[config.mk]
export PLATFORM = sky130hd
export DESIGN_NAME = rocket_mover_flat
export DESIGN_NICKNAME = d
export VERILOG_FILES = /design/src/rtl/rocket_mover_if.sv /design/src/rtl/rocket_mover.sv /design/src/flat_wrapper.sv
export SDC_FILE = /design/constraint.sdc
export NUM_CORES = 1
export LEC_CHECK = 0
export CAP_MARGIN = 20
export CORE_ASPECT_RATIO = 2
export CORE_MARGIN = 2
export CORE_UTILIZATION = 55
export DETAILED_ROUTE_END_ITERATION = 10
export PLACE_DENSITY = 0.93
export SLEW_MARGIN = 20
export SYNTH_ARGS = -nofsm -noshare
export SYNTH_HDL_FRONTEND = slang
export SYNTH_SLANG_ARGS = --single-unit
[constraint.sdc]
create_clock -name clk -period 6 [get_ports clk]
set_input_delay 1.5 -clock clk [delete_from_list [all_inputs] [get_ports clk]]
set_output_delay 1.5 -clock clk [all_outputs]
set_load 0.01 [all_outputs]
[src/rtl/rocket_mover_if.sv]
// Link between the rockets controller (master) and one rocket_mover slot (slave).
// state_dbg mirrors the mover's FSM for checkers: 0 = IDLE, 1 = FLY, 2 = DONE.
interface rocket_mover_if;
  // Protocol: there is no valid/ready pair. startOfFrame is a one-cycle strobe. isActive is a
  // level whose rising edge launches and whose falling edge kills. initial* are sampled only on
  // the launch edge. All slave outputs are registered levels that are valid every cycle.
  logic               startOfFrame;
  logic               isActive;
  logic signed [10:0] initialSpeed;
  logic signed [10:0] initialX;
  logic signed [10:0] initialY;
  logic signed [10:0] topLeftX;
  logic signed [10:0] topLeftY;
  logic               reachedBorder;
  logic               visible;
  logic [1:0]         state_dbg;

  modport master (
    output startOfFrame, isActive, initialSpeed, initialX, initialY,
    input  topLeftX, topLeftY, reachedBorder, visible, state_dbg
  );

  modport slave (
    input  startOfFrame, isActive, initialSpeed, initialX, initialY,
    output topLeftX, topLeftY, reachedBorder, visible, state_dbg
  );
endinterface

[src/rtl/rocket_mover.sv]
// Vertical motion of one rocket: launch on isActive rise, fixed-point Y advance per frame,
// border detection with a sticky DONE state that is held until the controller kills the slot.
module rocket_mover #(
  parameter int SCREEN_TOP    = 0,
  parameter int SCREEN_BOTTOM = 479,
  parameter int ROCKET_H      = 16,
  parameter int FRAC_BITS     = 6
) (
  input  logic          clk,
  input  logic          resetN,
  rocket_mover_if.slave bus
);

  typedef enum logic [1:0] {
    IDLE = 2'd0,
    FLY  = 2'd1,
    DONE = 2'd2
  } state_t;

  // The border compare runs 2 bits wider than topLeftY so adding the sprite height cannot wrap.
  localparam logic signed [12:0] TOP_S = 13'(SCREEN_TOP);
  localparam logic signed [12:0] BOT_S = 13'(SCREEN_BOTTOM);
  localparam logic signed [12:0] H_S   = 13'(ROCKET_H);

  state_t             state;
  logic               isActive_d;
  logic signed [10:0] x;
  logic signed [10:0] speed;
  logic signed [17:0] y_fp;
  logic               visible_r;
  logic               reached_r;

  logic               rise;
  logic               fall;
  logic signed [17:0] y_launch;
  logic signed [17:0] speed_ext;
  logic signed [12:0] y_ext;
  logic               out_of_range;

  assign rise = bus.isActive & ~isActive_d;
  assign fall = ~bus.isActive & isActive_d;

  assign y_launch  = {{7{bus.initialY[10]}}, bus.initialY} <<< FRAC_BITS;
  assign speed_ext = {{7{speed[10]}}, speed};

  // Integer part of the position: an arithmetic shift right by FRAC_BITS, kept to 11 bits.
  assign y_ext        = {{2{y_fp[FRAC_BITS+10]}}, y_fp[FRAC_BITS +: 11]};
  assign out_of_range = (y_ext < TOP_S) || ((y_ext + H_S) > BOT_S);

  always_ff @(posedge clk or negedge resetN) begin
    if (!resetN) begin
      state      <= IDLE;
      isActive_d <= 1'b0;
      x          <= '0;
      y_fp       <= '0;
      speed      <= '0;
      visible_r  <= 1'b0;
      reached_r  <= 1'b0;
    end else begin
      isActive_d <= bus.isActive;
      if (rise) begin
        // Launch wins over a coincident frame strobe: no motion is applied this frame.
        speed     <= bus.initialSpeed;
        x         <= bus.initialX;
        y_fp      <= y_launch;
        state     <= FLY;
        visible_r <= 1'b1;
        reached_r <= 1'b0;
      end else if (fall) begin
        state     <= IDLE;
        visible_r <= 1'b0;
        reached_r <= 1'b0;
      end else begin
        case (state)
          FLY: begin
            if (out_of_range) begin
              state     <= DONE;
              visible_r <= 1'b0;
              reached_r <= 1'b1;
            end else if (bus.startOfFrame) begin
              y_fp <= y_fp + speed_ext;
            end
          end
          default: ;
        endcase
      end
    end
  end

  assign bus.topLeftX      = x;
  assign bus.topLeftY      = y_fp[FRAC_BITS +: 11];
  assign bus.visible       = visible_r;
  assign bus.reachedBorder = reached_r;
  assign bus.state_dbg     = state;

endmodule

[src/flat_wrapper.sv]
// flat-port wrapper written by rule: the top's interface ports become plain ports
module rocket_mover_flat 
#(
  parameter int SCREEN_TOP    = 0,
  parameter int SCREEN_BOTTOM = 479,
  parameter int ROCKET_H      = 16,
  parameter int FRAC_BITS     = 6
)
  (clk, resetN, bus_startOfFrame, bus_isActive, bus_initialSpeed, bus_initialX, bus_initialY, bus_topLeftX, bus_topLeftY, bus_reachedBorder, bus_visible, bus_state_dbg);
  rocket_mover_if bus_i ();
  input  logic clk;
  input  logic resetN;
  input wire logic [$bits(bus_i.startOfFrame)-1:0] bus_startOfFrame;
  input wire logic [$bits(bus_i.isActive)-1:0] bus_isActive;
  input wire logic [$bits(bus_i.initialSpeed)-1:0] bus_initialSpeed;
  input wire logic [$bits(bus_i.initialX)-1:0] bus_initialX;
  input wire logic [$bits(bus_i.initialY)-1:0] bus_initialY;
  output wire logic [$bits(bus_i.topLeftX)-1:0] bus_topLeftX;
  output wire logic [$bits(bus_i.topLeftY)-1:0] bus_topLeftY;
  output wire logic [$bits(bus_i.reachedBorder)-1:0] bus_reachedBorder;
  output wire logic [$bits(bus_i.visible)-1:0] bus_visible;
  output wire logic [$bits(bus_i.state_dbg)-1:0] bus_state_dbg;
  assign bus_i.startOfFrame = bus_startOfFrame;
  assign bus_i.isActive = bus_isActive;
  assign bus_i.initialSpeed = bus_initialSpeed;
  assign bus_i.initialX = bus_initialX;
  assign bus_i.initialY = bus_initialY;
  assign bus_topLeftX = bus_i.topLeftX;
  assign bus_topLeftY = bus_i.topLeftY;
  assign bus_reachedBorder = bus_i.reachedBorder;
  assign bus_visible = bus_i.visible;
  assign bus_state_dbg = bus_i.state_dbg;
  rocket_mover #(.SCREEN_TOP(SCREEN_TOP), .SCREEN_BOTTOM(SCREEN_BOTTOM), .ROCKET_H(ROCKET_H), .FRAC_BITS(FRAC_BITS)) u_core (.clk(clk), .resetN(resetN), .bus(bus_i));
endmodule
; ---- Word-level counts from Yosys, hierarchy flattened
; Cells that the tools add are included.
[op_classes]
addsub = 2
magnitude_cmp = 2
n_eq_ne = 3
n_mux = 17
bitwise = 4
n_reduce_logical = 7
[ops]
columns = cell, count
row1 = $mux 18, 5
row2 = $add 18x11->18, 1
row3 = $gt 13x10->1 const B, 1
row4 = $add 11x6->12 const B, 1
row5 = $lt 11x1->1 const B, 1
row6 = $mux 1, 8
row7 = $mux 2, 4
row8 = $reduce_bool 3->1, 2
row9 = $ne 2x1->1 const B, 2
row10 = $reduce_and 4->1, 1
row11 = $reduce_bool 2->1, 2
row12 = $and 1x1->1, 2
row13 = $eq 2x1->1 const B, 1
row14 = $not 1->1, 2
row15 = $reduce_and 2->1, 1
row16 = $logic_or 1x1->1, 1
[word_totals]
regBits = 45
in_bits = 37
output_inout_bits = 26
elab_cells = 42

; ---- Depth between registers and ports, before layout
[logic_depth]
word_depth = 7
mapped_depth = 9
ltp_nobuf = 9

; ---- Worst setup path after synthesis
; No wires, ideal clock.
[synth_timing]
kind = input -> register
start = in bus_isActive
end = reg u_core.y_fp[9]
setup_time_ps = 119
arrival_time_ps = 2714
required_time_ps = 5881
setup_slack_ps = 3167
path_stages = 8
path_buffers = 1
cell_sequence = inv_1 ha_1 and4bb_2 o21ai_1 a211oi_2 buf_6 o22ai_1 o21a_1
[synth_via]
elab_chain_cells = 4
elab_cells_between_ends = 9
classes_between = eq/ne: 2 / mux: 1 / bitwise: 3 / reduce/logical: 3
[synth_rtl]
columns = item, line_no
row1 = start: declaration, flat_wrapper.sv:14  ; input wire logic [$bits(bus_i.isActive)-1:0] bus_isActive;
row2 = $not 1->1, rocket_mover.sv:41  ; assign fall = ~bus.isActive & isActive_d;
row3 = $and 1x1->1, rocket_mover.sv:41
row4 = $ne 2x1->1 (no line), --
row5 = $reduce_and 4->1 (no line), --
row6 = end signal: assignment, rocket_mover.sv:65  ; y_fp <= y_launch;
row7 = end signal: assignment, rocket_mover.sv:81  ; y_fp <= y_fp + speed_ext;
row8 = end: declaration, rocket_mover.sv:29  ; logic signed [17:0] y_fp;
; Several ways; a longest one is shown, not always the timed one.
; A chain may end at the register's enable or synchronous reset.

; ---- Worst setup path after layout
[layout_timing]
start = in bus_isActive
end = reg u_core.y_fp[9]
[layout_via]
elab_cells_between_ends = 9
classes_between = eq/ne: 2 / mux: 1 / bitwise: 3 / reduce/logical: 3
[layout_rtl]
columns = item, line_no
row1 = $and 1x1->1 (*), rocket_mover.sv:40  ; assign rise = bus.isActive & ~isActive_d;
row2 = via u_core.rise, rocket_mover.sv:33  ; logic rise;
row3 = $ne 2x1->1 (no line) or $reduce_bool 2->1 (tied branches), --
row4 = $reduce_and 4->1 (no line), --
; The timed path passes the listed nets; every way through them passes the cells marked *.

==> run metrics <==
Clk pwr share=16.3%; final hold slack=510 ps; vias in the first global route=2656; CTS max path bufs=2; synthesized area=3010 um2; htree depth=2; initial cell density of the core=56.0%; Worst-Margin Slew=1040 ps; post-CTS resize count=0; Synth cell types=63; Area contributors post-synth=dfrtp_1, mux2_2, ha_1; Static Leakage=1.54 nW; top_reg_cell synth=dfrtp_1; Final Slew Violations=0; DR DRC count=0; Pre-antenna DRT Iters=4; Comb power frac=56.9%; CTS tree=built; Routed WL=7.49 mm; RSZ-0062 raised after global routing=no; synthesized flop and latch total=42; largest net degree at the start of global routing=48; Placer Congestion=0.926; Non-Filler Instances=407; I/O Pins=63; fillers=417; GRT Util Overall=25.4%; Synth Instances=302; internal power=1.00 mW; Synth Net Count=361; top-area cell type share of the netlist area=35.0%; slew margin rel.=30.2%; EDFF count, synth=0; design area=3670 um2; switching portion of total power=41.6%; GRT overflow=0; Post-CTS Setup Repair Bufs=0; WS Path Type=in2reg; global-route wire length before repair=12.3 mm; Root Driver=clkbuf_8; PortBufs=62; Worst Hold Class=reg2reg; period utilization=65.7%; ys async rst share=100%; Setup-failing EPs final=0; CP Max Fanout=47; Placeable Area=5370 um2; DR vias/cell=6.33; Fmax=254 MHz; Ys Warns=0; P_sw=0.716 mW; crit-path cells=clkdlybuf4s50_1 > ha_2 > clkinv_1 > nand2_1 > mux2i_1 > o22ai_1 > o21a_1; WP data arrival=4180 ps; post-layout min period=3940 ps; CTS buffer count=5; ant diodes=0; clock latency on the worst-skew pair=300 ps; max-cap viol count=0; skew final=11.2 ps; outcome=complete, no violations; clk sink count=42; DP Wirelength=5.54 mm; Final Hold Viols=0; Worst setup EP type=register; Final Util=68.4%; DRT iter0 DRCs=153; sequential power share=26.8%; post-synthesis sequential area ratio=35.0%; die area=6110 um2; Antenna Nets Post-Route=0; layout cells sized above 1=17.0%; initial antenna violation count=0; die width=56.3 um; PD cells=468 nW/um2; Syn-to-layout area delta=22.2%; crit-path max cell delay=840 ps; dpl cells=399; CTS Hold Bufs=0; CP required=6240 ps; clock-pin slew on the worst setup and hold paths=80 ps; Cell Area, Placed=3530 um2; mean area per synthesized cell=9.96 um2; Synth area leader=dfrtp_1; Die Y=109 um; Critical Path Source Type=input port; vias after detailed routing=2576; FP Rows=38; CP max stage cell=ha_2; Nets=405; routed length per instance=18.4 um; TNS Setup=0 ps; VDD IR max=0.000333 V
==> critical path: cells and delay by family <==
kind	cells	cell delay, ps
AOI/OAI and AO/OA	2	360
and+or+nand+nor	1	210
buffers and inverters	2	1140
muxes	1	100
adders and majority gates	1	840
==> flip-flops by register name (all words and copies together), names as in the netlist <==
| signal | flops |
|---|---|
| u_core.bus.topLeftX | 11 |
| u_core.speed | 11 |
| u_core.isActive_d | 1 |
| u_core.bus.reachedBorder | 1 |
| u_core.bus.state_dbg | 1 |
| u_core.y_fp | 17 |
==> cells by family (layout without fill, tap and decap cells) <==
group                    Yosys count  in the layout  share of synthesized area [%]
AO/OA/AOI/OAI                     91             91                           23.2
XOR/XNOR                           7              7                           2.04
adder cells (fa/ha/maj)           22             22                           9.40
buffers and inverters             45             90                           8.11
flip-flops                        42             42                           35.0
multiplexers                      26             26                           9.65
AND/OR/NAND/NOR                   69             69                           12.7
==> power groups by stage <==
stage | Sequential (mW) | Clock [mW] | Combinational (mW)
after floorplan | 0.441 | 0 | 0.738
after CTS | 0.457 | 0.285 | 0.970
after global placement | 0.459 | 0 | 0.929
after detailed placement | 0.463 | 0 | 0.959
final | 0.461 | 0.281 | 0.978
after global routing | 0.471 | 0.295 | 1.06
==> synthesized netlist by cell type (4+ instances only) <==
cell      number
mux2_2        24
a21o_1         8
a31oi_1        6
xnor2_1        5
buf_4         15
o22ai_1        4
nand3_1       10
clkbuf_1       5
inv_1         18
o21ai_0        9
nand2_1       18
o21ai_1        6
o211ai_1       7
a21oi_1       12
o21a_1         5
ha_1          21
dfrtp_1       42
nor3_1         4
nand2b_1       7
nor2_1         8
==> final timing paths <==
check	endpoint	depth (start not counted)	from	slack, ps
worst min register to register	u_core.bus.topLeftX[1]$_DFFE_PN0P_	1	u_core.bus.topLeftX[1]$_DFFE_PN0P_	510
worst min-delay path	u_core.bus.topLeftX[1]$_DFFE_PN0P_	1	u_core.bus.topLeftX[1]$_DFFE_PN0P_	510
max in group asynchronous	u_core.bus.topLeftX[10]$_DFFE_PN0P_	1	resetN	4060
worst max-delay path	u_core.y_fp[9]$_DFFE_PN0P_	7	bus_isActive	2060
worst max register to register	u_core.y_fp[8]$_DFFE_PN0P_	6	u_core.y_fp[10]$_DFFE_PN0P_	3180
min in group asynchronous	u_core.speed[0]$_DFFE_PN0P_	1	resetN	1330
==> per-layer routing <==
layer | vias up | GRT usage, % | routed length [um]
li1 | 1187 | - | -
met1 | 1257 | 27.7 | 2760
met2 | 93 | 45.5 | 4050
met3 | 39 | 3.23 | 259
met4 | 0 | 16.0 | 413
met5 | - | 0 | 0
==> final cells by class <==
cell class / instances / area, um2 / share of cell area, %
Clock inverter: 2 / 60.1 / 1.63
Clock buffer: 6 / 82.6 / 2.25
Timing Repair Buffer: 62 / 616 / 16.8
Multi-Input combinational cell: 215 / 1710 / 46.7
Tap cell: 60 / 75.1 / 2.04
Inverter: 20 / 75.1 / 2.04
Sequential cell: 42 / 1050 / 28.6
==> through the flow <==
stage / power, mW / worst slack (ps)
final: 1.72 / 2060
after global routing: 1.83 / 1900
after CTS: 1.71 / 2120
after detailed placement: 1.42 / 1840
after global placement: 1.39 / 1950
after floorplan: 1.18 / 3170
==> cell usage in the layout (no fill, tap or decap), types with 3 or more instances in the layout <==
master,netlist,layout
clkdlybuf4s50_1,0,61
dfrtp_1,42,42
mux2_2,24,24
ha_1,21,20
inv_1,18,18
nand2_1,18,18
a21oi_1,12,12
nand3_1,10,10
o21ai_0,9,9
nor2_1,8,8
a21o_1,8,8
nand2b_1,7,7
o211ai_1,7,7
o21ai_1,6,6
a31oi_1,6,6
clkbuf_8,0,6
o21a_1,5,5
xnor2_1,5,5
nor3_1,4,4
o22ai_1,4,4
o22a_1,3,3
or2_2,3,3
a211o_1,3,3
a21o_2,3,3
nor3b_1,3,3
o221ai_2,3,3
No activity file was read; power rests on OpenSTA's default activity.
